<file path="src/rtl/timer_pkg.sv">
// Shared types and constants for the HH:MM:SS countdown timer.
package timer_pkg;

  typedef enum logic [1:0] {
    ST_IDLE    = 2'd0,
    ST_RUN     = 2'd1,
    ST_PAUSED  = 2'd2,
    ST_EXPIRED = 2'd3
  } state_t;

  localparam int unsigned S_U_MAX     = 9;
  localparam int unsigned S_T_MAX     = 5;
  localparam int unsigned M_U_MAX     = 9;
  localparam int unsigned M_T_MAX     = 5;
  localparam int unsigned H_U_MAX     = 9;
  localparam int unsigned H_T_MAX     = 2;
  localparam int unsigned HOUR_LIMIT  = 23;
  localparam int unsigned ALARM_CNT_W = 8;

  // A preset is accepted only if every digit is in range and hours do not exceed 23.
  function automatic logic preset_ok(
    input logic [3:0] su, input logic [2:0] st,
    input logic [3:0] mu, input logic [2:0] mt,
    input logic [3:0] hu, input logic [1:0] ht
  );
    logic [5:0] hours;
    hours = 6'(ht) * 6'd10 + 6'(hu);
    return (su <= 4'(S_U_MAX)) && (st <= 3'(S_T_MAX)) &&
           (mu <= 4'(M_U_MAX)) && (mt <= 3'(M_T_MAX)) &&
           (hu <= 4'(H_U_MAX)) && (ht <= 2'(H_T_MAX)) &&
           (hours <= 6'(HOUR_LIMIT));
  endfunction

endpackage

</file>
<file path="src/rtl/bcd_down_digit.sv">
// One mod-(MAX+1) BCD down-counting digit; borrow_c fires when a decrement wraps 0 -> MAX.
module bcd_down_digit #(
  parameter int unsigned W   = 4,
  parameter int unsigned MAX = 9
) (
  input  logic         clk,
  input  logic         reset,
  input  logic         load,
  input  logic [W-1:0] ld_val,
  input  logic         dec,
  output logic [W-1:0] q,
  output logic         borrow_c
);

  assign borrow_c = dec && (q == '0);

  always_ff @(posedge clk) begin
    if (reset)      q <= '0;
    else if (load)  q <= ld_val;
    else if (dec)   q <= (q == '0) ? W'(MAX) : q - W'(1);
  end

endmodule

</file>
<file path="src/rtl/countdown_timer.sv">
// HH:MM:SS countdown timer with pause/resume, load validation and a timed alarm.
module countdown_timer
  import timer_pkg::*;
#(
  parameter int unsigned ALARM_TICKS = 10
) (
  input  logic       clk,
  input  logic       reset,
  input  logic       en,
  input  logic       load,
  input  logic [3:0] ld_s_u,
  input  logic [2:0] ld_s_t,
  input  logic [3:0] ld_m_u,
  input  logic [2:0] ld_m_t,
  input  logic [3:0] ld_h_u,
  input  logic [1:0] ld_h_t,
  input  logic       start,
  input  logic       pause,
  output logic [3:0] s_u,
  output logic [2:0] s_t,
  output logic [3:0] m_u,
  output logic [2:0] m_t,
  output logic [3:0] h_u,
  output logic [1:0] h_t,
  output logic       running,
  output logic       expired,
  output logic       alarm,
  output logic       load_err
);

  state_t                 state;
  logic [ALARM_CNT_W-1:0] alarm_cnt;
  logic load_ok, count_zero, last_sec, tick;
  logic b_su, b_st, b_mu, b_mt, b_hu, b_ht;
  logic unused_borrow;

  assign load_ok    = preset_ok(ld_s_u, ld_s_t, ld_m_u, ld_m_t, ld_h_u, ld_h_t);
  assign count_zero = (s_u == '0) && (s_t == '0) && (m_u == '0) &&
                      (m_t == '0) && (h_u == '0) && (h_t == '0);
  assign last_sec   = (s_u == 4'd1) && (s_t == '0) && (m_u == '0) &&
                      (m_t == '0) && (h_u == '0) && (h_t == '0);
  // Higher-priority strobes (load, pause) swallow the tick for this cycle.
  assign tick       = (state == ST_RUN) && en && !load && !pause && !count_zero;
  assign unused_borrow = b_ht;

  bcd_down_digit #(.W(4), .MAX(S_U_MAX)) u_s_u (
    .clk(clk), .reset(reset), .load(load && load_ok), .ld_val(ld_s_u),
    .dec(tick), .q(s_u), .borrow_c(b_su));
  bcd_down_digit #(.W(3), .MAX(S_T_MAX)) u_s_t (
    .clk(clk), .reset(reset), .load(load && load_ok), .ld_val(ld_s_t),
    .dec(b_su), .q(s_t), .borrow_c(b_st));
  bcd_down_digit #(.W(4), .MAX(M_U_MAX)) u_m_u (
    .clk(clk), .reset(reset), .load(load && load_ok), .ld_val(ld_m_u),
    .dec(b_st), .q(m_u), .borrow_c(b_mu));
  bcd_down_digit #(.W(3), .MAX(M_T_MAX)) u_m_t (
    .clk(clk), .reset(reset), .load(load && load_ok), .ld_val(ld_m_t),
    .dec(b_mu), .q(m_t), .borrow_c(b_mt));
  bcd_down_digit #(.W(4), .MAX(H_U_MAX)) u_h_u (
    .clk(clk), .reset(reset), .load(load && load_ok), .ld_val(ld_h_u),
    .dec(b_mt), .q(h_u), .borrow_c(b_hu));
  bcd_down_digit #(.W(2), .MAX(H_T_MAX)) u_h_t (
    .clk(clk), .reset(reset), .load(load && load_ok), .ld_val(ld_h_t),
    .dec(b_hu), .q(h_t), .borrow_c(b_ht));

  // Control FSM; status outputs are updated alongside the state they reflect.
  always_ff @(posedge clk) begin
    if (reset) begin
      state     <= ST_IDLE;
      running   <= 1'b0;
      expired   <= 1'b0;
      alarm     <= 1'b0;
      load_err  <= 1'b0;
      alarm_cnt <= '0;
    end else begin
      load_err <= load && !load_ok;
      if (load) begin
        if (load_ok) begin
          state     <= ST_IDLE;
          running   <= 1'b0;
          expired   <= 1'b0;
          alarm     <= 1'b0;
          alarm_cnt <= '0;
        end
      end else begin
        case (state)
          ST_RUN: begin
            if (pause) begin
              state   <= ST_PAUSED;
              running <= 1'b0;
            end else if (tick && last_sec) begin
              state     <= ST_EXPIRED;
              running   <= 1'b0;
              expired   <= 1'b1;
              alarm     <= 1'b1;
              alarm_cnt <= '0;
            end
          end
          ST_IDLE, ST_PAUSED: begin
            if (start && !count_zero) begin
              state   <= ST_RUN;
              running <= 1'b1;
            end
          end
          ST_EXPIRED: begin
            if (start) begin
              state     <= ST_IDLE;
              expired   <= 1'b0;
              alarm     <= 1'b0;
              alarm_cnt <= '0;
            end else if (en && alarm) begin
              if (alarm_cnt == ALARM_CNT_W'(ALARM_TICKS - 1)) alarm <= 1'b0;
              alarm_cnt <= alarm_cnt + ALARM_CNT_W'(1);
            end
          end
          default: state <= ST_IDLE;
        endcase
      end
    end
  end

endmodule

</file>
<file path="config.mk">
export PLATFORM = sky130hd
export DESIGN_NAME = countdown_timer
export DESIGN_NICKNAME = d
export VERILOG_FILES = /design/src/rtl/timer_pkg.sv /design/src/rtl/bcd_down_digit.sv /design/src/rtl/countdown_timer.sv
export SDC_FILE = /design/constraint.sdc
export NUM_CORES = 1
export LEC_CHECK = 0
export CAP_MARGIN = 40
export CORE_ASPECT_RATIO = 2
export CORE_MARGIN = 2
export CORE_UTILIZATION = 50
export DETAILED_ROUTE_END_ITERATION = 10
export GPL_TIMING_DRIVEN = 1
export HOLD_SLACK_MARGIN = 0.12
export PLACE_DENSITY = 0.82
export SYNTH_ARGS = -nofsm -noshare
export SYNTH_HDL_FRONTEND = slang
export SYNTH_HIERARCHICAL = 1
export SYNTH_SLANG_ARGS = --single-unit
export TNS_END_PERCENT = 20
</file>
<file path="constraint.sdc">
create_clock -name clk -period 4.45 [get_ports clk]
set_input_delay 0.6675 -clock clk [delete_from_list [all_inputs] [get_ports clk]]
set_output_delay 0.6675 -clock clk [all_outputs]
set_load 0.1 [all_outputs]
</file>
# ---- Word-level counts from Yosys, hierarchy flattened
# Cells that the tools add are included.
dict set report totals {
  out_inout_bits 24
  register_bits 34
}
dict set report classes {
  magnitude_cmp 7
  n_reduce_logical 55
  n_addsub 8
  eq_ne 13
  mul 1
  n_mux 48
}
# cell n
set ops {}
lappend ops {{two-way mux 8 bit} 6}
lappend ops {{two-way mux 4 bit} 9}
lappend ops {{logical AND 1 bit} 30}
lappend ops {{two-way mux 2 bit} 9}
lappend ops {{two-way mux 3 bit} 6}
lappend ops {{case mux 8 bit (2 select lines)} 1}
lappend ops {{two-way mux 1 bit} 13}
lappend ops {{<= comparator 4 bit, second input constant} 3}
lappend ops {{zero test 4 bit} 3}
lappend ops {{nonzero test 2 bit} 6}
lappend ops {{subtractor 4 x 1 -> 4 bit, second input constant} 3}
lappend ops {{AND reduction 5 bit} 2}
lappend ops {{inequality test 3 bit, second input constant} 3}
lappend ops {{adder 8 x 1 -> 8 bit, second input constant} 1}
lappend ops {{== test 8 x 4 -> 1 bit, second input constant} 1}
lappend ops {{inequality test 4 bit, second input constant} 2}
lappend ops {{AND reduction 4 bit} 2}
lappend ops {{adder 6 x 4 -> 6 bit} 1}
lappend ops {{<= comparator 3 bit, second input constant} 2}
lappend ops {{<= comparator 6 x 5 -> 1 bit, second input constant} 1}
lappend ops {{zero test 3 bit} 2}
lappend ops {{case mux 1 bit (2 select lines)} 3}
lappend ops {{case mux 2 bit (3 select lines)} 1}
lappend ops {{AND reduction 6 bit} 1}
lappend ops {{other kinds (14)} 21}

# ---- Longest topological paths before layout
# Gate-level depths: netlist (run 1).
dict set report logic_depth {
  word_depth 15
  mapped_depth 14
  depth_no_buf 14
}

# ---- By module
# The synthesis (run 1) kept the hierarchy.
# mod area_each_um2 instances cells_per_inst seq_area_each_um2
set modules_own_cells {}
lappend modules_own_cells {countdown_timer 1064.8 1 136 280.3}
lappend modules_own_cells {{bcd_down_digit at u_h_u ...} 221.5 3 24 80.1}
lappend modules_own_cells {{bcd_down_digit at u_m_t ...} 168.9 2 21 60.1}
lappend modules_own_cells {{bcd_down_digit at u_h_t} 147.6 1 15 40.0}

# ---- Worst setup path after synthesis (run 1)
# No wires, ideal clock.
dict set report synth_path {
  path_type {flip-flop to flip-flop}
  startpoint {reg u_m_u.q[0]}
  endpoint {reg u_h_t.q[0]}
  setup_slack_ns 0.092
  stages_incl_launch_ff 15
  setup_time_ns 0.125
  t_arrival_ns 4.233
  required_time_ns 4.325
  period_less_slack_ns 4.358
  path_buffers 0
  path_cell_list {dfxtp_1 -> nor4_1 -> nand3_1 -> nor3_1 -> nor3_1 -> nor4b_4 -> nor2b_1 -> and2_2 -> nor4b_4 -> nor2b_1 -> and2_2 -> nor4b_4 -> nor2b_1 -> mux2i_1 -> a211oi_2}
}
dict set report synth_between {
  elab_chain_cells 13
}
# item line_no
set synth_rtl {}
lappend synth_rtl {{from (decl)} bcd_down_digit.sv:11} ;# output logic [W-1:0] q,
lappend synth_rtl {{from (signal assigned)} bcd_down_digit.sv:19} ;# else if (load) q <= ld_val;
lappend synth_rtl {{from (signal assigned)} bcd_down_digit.sv:20} ;# else if (dec) q <= (q == '0) ? W'(MAX) : q - W'(1);
lappend synth_rtl {{zero test 4 bit} countdown_timer.sv:38} ;# assign count_zero = (s_u == '0) && (s_t == '0) && (m_u == '0) &&
lappend synth_rtl {{logical AND 1 bit (2 in series)} countdown_timer.sv:38}
lappend synth_rtl {{logical AND 1 bit (2 in series)} countdown_timer.sv:39} ;# (m_t == '0) && (h_u == '0) && (h_t == '0);
lappend synth_rtl {{zero test 1 bit} countdown_timer.sv:43} ;# assign tick = (state == ST_RUN) && en && !load && !pause && !count_zero;
lappend synth_rtl {{logical AND 1 bit} countdown_timer.sv:43}
lappend synth_rtl {{via tick} countdown_timer.sv:33} ;# logic load_ok, count_zero, last_sec, tick;
lappend synth_rtl {{logical AND 1 bit} bcd_down_digit.sv:15} ;# assign borrow_c = dec && (q == '0);
lappend synth_rtl {{via b_su} countdown_timer.sv:34} ;# logic b_su, b_st, b_mu, b_mt, b_hu, b_ht;
lappend synth_rtl {{logical AND 1 bit} bcd_down_digit.sv:15}
lappend synth_rtl {{via b_st} countdown_timer.sv:34}
lappend synth_rtl {{logical AND 1 bit} bcd_down_digit.sv:15}
lappend synth_rtl {{via b_mu} countdown_timer.sv:34}
lappend synth_rtl {{logical AND 1 bit} bcd_down_digit.sv:15}
lappend synth_rtl {{via b_mt} countdown_timer.sv:34}
lappend synth_rtl {{logical AND 1 bit} bcd_down_digit.sv:15}
lappend synth_rtl {{via b_hu} countdown_timer.sv:34}
lappend synth_rtl {{nonzero test 2 bit (no line)} --}
lappend synth_rtl {{to (signal assigned)} bcd_down_digit.sv:19}
lappend synth_rtl {{to (signal assigned)} bcd_down_digit.sv:20}
lappend synth_rtl {{to (decl)} bcd_down_digit.sv:11}
# The timed path passes the listed nets, and every way through them passes these cells.
# A chain may end at the register's enable or synchronous reset.

# ---- Worst setup path after layout (run 1)
dict set report layout_path {
  startpoint {in pause}
  endpoint {reg u_h_t.q[0]}
}
dict set report layout_between {
  elab_chain_cells 9
}
# item line_no
set layout_rtl {}
lappend layout_rtl {{from (decl)} countdown_timer.sv:18} ;# input logic pause,
lappend layout_rtl {{zero test 1 bit} countdown_timer.sv:43}
lappend layout_rtl {{logical AND 1 bit (2 in series)} countdown_timer.sv:43}
lappend layout_rtl {{via tick} countdown_timer.sv:33}
lappend layout_rtl {{logical AND 1 bit} bcd_down_digit.sv:15}
lappend layout_rtl {{via b_su} countdown_timer.sv:34}
lappend layout_rtl {{logical AND 1 bit} bcd_down_digit.sv:15}
lappend layout_rtl {{via b_st} countdown_timer.sv:34}
lappend layout_rtl {{logical AND 1 bit} bcd_down_digit.sv:15}
lappend layout_rtl {{via b_mu} countdown_timer.sv:34}
lappend layout_rtl {{logical AND 1 bit} bcd_down_digit.sv:15}
lappend layout_rtl {{via b_mt} countdown_timer.sv:34}
lappend layout_rtl {{logical AND 1 bit} bcd_down_digit.sv:15}
lappend layout_rtl {{via b_hu} countdown_timer.sv:34}
lappend layout_rtl {{nonzero test 2 bit (no line)} --}
# The timed path passes the listed nets, and every way through them passes these cells.

==> results of run 1 <==
==> cell type report <==
class / instances / area, um^2
multi-input cells: 201 / 1420
fillers: 305 / 1010
repair buffers: 80 / 903
flip-flops and latches: 34 / 681
inverters: 23 / 86.3
clock buffers: 5 / 68.8
clock inverters: 3 / 68.8
well taps: 54 / 67.6
==> metal layers <==
metal,vias to the layer above,routed length (um)
met4,0,176
met1,1105,2380
met5,-,0
met2,85,3490
met3,14,245
li1,1135,-
==> sequential cells by signal, summed over array words and instances (netlist names) <==
register,cells
alarm,1
alarm_cnt,8
expired,1
load_err,1
running,1
state,2
u_h_t/q,2
u_h_u/q,4
u_m_t/q,3
u_m_u/q,4
u_s_t/q,3
u_s_u/q,4
==> worst reg2reg max path, delay by kind of cell, from the launching register on <==
kind               cells  cell delay (ps)
DFF                    1              490
muxes                  1              250
and+or+nand+nor       10             2710
AOI/OAI and AO/OA      1               80
==> metrics by stage <==
step,area (um^2),hold WS (ps),power (mW),std cells,utilization (%)
4_1_cts,3290,480,0.875,400,76.6
3_3_place_gp,2790,465,0.502,368,65.0
3_5_place_dp,3150,465,0.528,392,73.4
6_report,3290,473,0.870,400,76.6
2_1_floorplan,2210,450,0.443,264,-
5_1_grt,3290,498,0.906,400,76.6
==> final timing paths <==
path	from	endpoint	slack, ps	cells after the start
setup reg to reg	state[0]	u_h_t/q[0]	800	12
hold reg to reg	running	running	470	2
setup / recovery	pause	u_h_t/q[0]	440	13
hold / removal	running	running	470	2
==> power by group <==
part           internal [mW]  switching (mW)  leakage [nW]
Combinational         0.0828           0.113         0.864
Clock                  0.225           0.123        0.0683
Sequential             0.312          0.0142         0.275
Total                  0.620           0.250          1.21
==> flow_summary_export.csv, run 1 <==
group,metric,value,unit
sta,fin_crit_sh,90.1,%
sta,finalWorstSetupSlack,442,ps
sta,final_hold_viol_count,0,
clocking,cts_hold_buf,0,
grt,busiest_layer,"met2",
setup_path,crit_arrival,4170,ps
floorplan,start_util,51.4,%
layout,drive_above_1_share,18.2,%
sta,tightest_slew,674,ps
setup_path,cpPeakStageDelay,510,ps
floorplan,core,0.00430,mm^2
yosys,syn_nets,300,
floorplan,design.die.area,0.00499,mm^2
floorplan,fp.dieW,51.0,um
grt,grt_pass1_vias,2347,
clocking,root_buffer,"clkbuf_8",
status,outcome,"finished clean",
clocking,h-tree-depth,2,
min_path,hp-class,"flip-flop to flip-flop",
setup_path,cp-start-kind,"input port",
routing,route.detailed.drc,0,
layout,mostFrequentLayoutCell,"clkdlybuf4s50_1",
place,pre_cts_slack,233,ps
sta,slew-limit-headroom,55.1,%
routing,num_vias,2339,
place,place_hpwl,4.65,mm
yosys,synthCells,264,
grt,use_met2,50.2,%
grt,grt_usage,26.7,%
routing,drt_iter0_drc,41,
setup_path,cp-end-kind,"flip-flop",
setup_path,cp_num_buf_inv,1,
grt,grtUsageMet1,28.0,%
place,place.gp.congestion,0.807,
floorplan,io-pin-count,50,
clocking,clockBufferDepth,2,
grt,gr-total-overflow,0,
power,powerDensity,264,mW/mm^2
setup_path,required,4610,ps
clocking,cts.reportedPaths.clkPinSlew,70,ps
grt,antenna_found_initial,0,
setup_path,crit_family,"simple AND/OR/NAND/NOR gates",
clocking,postCtsSetupBuffers,0,
grt,grt_pass1_wl,10.5,mm
clocking,cts.sinks,34,
layout,antenna_cells,0,
setup_path,cp_max_fo,4,
sta,drv_slew,0,
clocking,numCtsBuffers,5,
layout,syn_to_final_growth,49.1,%
routing,wirelength,6.30,mm
clocking,cts_tree,"done",
floorplan,die_h,98.0,um
sta,finalSetupViolCount,0,
layout,layout.nets,381,
sta,rsz0062_at_grt,"no",
yosys,ys_warn_count,6,
grt,grt_max_degree,31,
sta,fmax,249,MHz
grt,met3_usage,3.36,%
setup_path,slowest_stage,"or4b_1",
place,io_buffers,49,
routing,via_per_inst,5.85,
clocking,postCtsResizedCells,0,
yosys,syn_avg_cell_area,8.36,um^2
setup_path,critPathKind,"input port to flip-flop",
setup_path,critical_path.cell_chain,"clkdlybuf4s50_1 -> or4b_1 -> nor3_1 -> nor4b_4 -> nor2b_1 -> and2_2 -> nor4b_4 -> nor2b_1 -> and2_2 -> nor4b_4 -> nor2b_1 -> mux2i_1 -> a211oi_2",
yosys,synthesis.area,0.00221,mm^2
floorplan,rows,34,
power,vdd_drop_max,326,uV
sta,fin_skew,11.8,ps
layout,layout_common_cells,"clkdlybuf4s50_1 (49), dfxtp_1 (34), nand2_1 (26), buf_8 (24), inv_1 (23)",
clocking,clkLatencyLatePin,290,ps
job,cap_violations,0,
power,p_leak,1.21,nW
routing,firstDrtPassIters,4,
sta,fin_setup_tns,0,ps
routing,drtAntennaViolNets,0,
routing,wl_per_cell,15.7,um
sta,layout_min_cycle_time,4010,ps
Power figures use the tool's default switching activity.
==> inputs of run 2 (changes only) <==
REMOVE_ABC_BUFFERS = 1   (was default)
SLEW_MARGIN = 20   (was default)
==> flow_summary_export.csv, run 2 (synthesized netlist as in run 1, its figures left out) <==
group,metric,value,unit
status,outcome,"finished clean",
job,cap_violations,0,
grt,grt_max_degree,31,
layout,multi_input_area,0.00142,mm^2
clocking,clkLatencyLatePin,280,ps
routing,wirelength,6.31,mm
power,vdd_drop_max,201,uV
sta,fin_crit_sh,91.1,%
floorplan,start_util,51.4,%
clocking,cts_hold_buf,0,
power,power_frac_comb,26.1,%
place,place.gp.congestion,0.826,
clocking,h-tree-depth,2,
layout,layout.nets,381,
layout,antenna_cells,0,
clocking,root_buffer,"clkbuf_8",
setup_path,worstReg2RegEnd,"u_h_t/q[1]",
grt,grt_usage,26.9,%
place,place_hpwl,4.83,mm
sta,finalSetupViolCount,0,
power,finalPower,0.750,mW
clocking,postCtsResizedCells,0,
sta,final_hold_viol_count,0,
routing,wl_per_cell,15.9,um
sta,slew-limit-headroom,71.4,%
setup_path,required,4630,ps
min_path,hp-start,"running",
setup_path,reg2reg_setup_slack,810,ps
setup_path,cp-start-kind,"input port",
clocking,cts_tree,"done",
power,p_sw_share,31.4,%
min_path,hp-class,"flip-flop to flip-flop",
grt,grt_pass1_wl,10.5,mm
floorplan,design.die.area,0.00499,mm^2
grt,gr-total-overflow,0,
routing,num_vias,2330,
routing,drt_iter0_drc,61,
setup_path,crit_arrival,4240,ps
layout,largest_register,"alarm_cnt",
floorplan,fp.dieW,51.0,um
routing,drtAntennaViolNets,0,
sta,drv_slew,0,
place,dp_cells,392,
grt,antenna_found_initial,0,
setup_path,crit_end,"u_h_t/q[1]",
power,p_clk_share,30.3,%
floorplan,core,0.00430,mm^2
sta,fmax,247,MHz
floorplan,die_h,98.0,um
clocking,clockBufferDepth,2,
routing,firstDrtPassIters,4,
setup_path,cp-end-kind,"flip-flop",
sta,rsz0062_at_grt,"no",
layout,syn_to_final_growth,46.6,%
power,netSwitchingPower,0.236,mW
setup_path,r2r-start,"state[0]",
layout,layoutNonFillerInstCount,398,
clocking,cts.reportedPaths.clkPinSlew,70,ps
floorplan,rows,34,
setup_path,crit_start,"load",
sta,tightest_slew,426,ps
clocking,cts.sinks,34,
floorplan,io-pin-count,50,
power,p_leak,1.18,nW
setup_path,cp_max_fo,3,
setup_path,critPathKind,"input port to flip-flop",
power,pwr-share-seq,43.5,%
layout,drive_above_1_share,17.7,%
layout,nFillCells,318,
sta,fin_skew,3.16,ps
power,powerDensity,232,mW/mm^2
sta,fin_setup_tns,0,ps
power,p_int,0.515,mW
routing,route.detailed.drc,0,
layout,mostFrequentLayoutCell,"clkdlybuf4s50_1",
clocking,numCtsBuffers,5,
setup_path,rr_worst_depth,12,
clocking,postCtsSetupBuffers,0,
place,io_buffers,49,
sta,layout_min_cycle_time,4050,ps
grt,grt_pass1_vias,2369,
routing,via_per_inst,5.85,
layout,largest_reg_flops,8,
layout,regArea,681,um^2
layout,layout_common_cells,"clkdlybuf4s50_1 (49), dfxtp_1 (34), nand2_1 (26), buf_8 (24), inv_1 (23)",
[run 2: cell types whose count changed in the layout (fill, tap and decap cells not counted)]
cell / previous run / this run
clkinv_4: 1 / 0
bufinv_16: 2 / 0
clkbuf_8: 5 / 6
[run 2: layout make-up]
class,count,share of cell area (%)
multi-input combinational,201,43.7
timing repair buffer,80,27.9
sequential,34,21.0
inverter,23,2.67
clock buffer,6,2.55
tap,54,2.09
[run 2: worst min-delay path by stage]
stage,slack [ps],cells past startpoint,endpoint
2_1_floorplan,440,1,alarm_cnt[7]
3_3_place_gp,470,2,running
3_5_place_dp,460,2,running
4_1_cts,470,2,running
5_1_grt,490,2,running
6_report,470,2,running
[run 2: metal layers]
metal  routed length [um]  track usage [%]  vias up
met3                  313             4.59       22
met2                 3470             50.2       94
met4                  273             15.2        0
met5                    0                0        -
li1                     -                -     1128
met1                 2260             26.3     1086
[run 2: power groups by stage]
stage          Sequential, mW  Combinational, mW  Clock, mW
5_1_grt                 0.328              0.207      0.242
3_5_place_dp            0.334              0.195          0
2_1_floorplan           0.382             0.0582          0
4_1_cts                 0.326              0.196      0.230
3_3_place_gp            0.333              0.169          0
6_report                0.327              0.196      0.228
[run 2: through the flow]
step / util, % / setup WS (ps) / area (um^2) / hold WS, ps
detailed placement: 73.4 / 192 / 3150 / 463
global route: 75.3 / 73.5 / 3240 / 487
CTS: 75.3 / 413 / 3240 / 472
finish: 75.3 / 398 / 3240 / 470
global placement: 65.0 / 261 / 2790 / 466
floorplan: - / 115 / 2180 / 444
[run 2: critical path, cell delays in order]
cell             delay (ps)
clkdlybuf4s50_1         450
or4b_1                  540
nor3_1                  240
nor4b_4                 310
nor2b_1                 200
and2_2                  200
nor4b_4                 250
nor2b_1                 250
and2_2                  210
nor4b_4                 250
nor2b_1                 290
nor2_1                   80
o41ai_2                 280
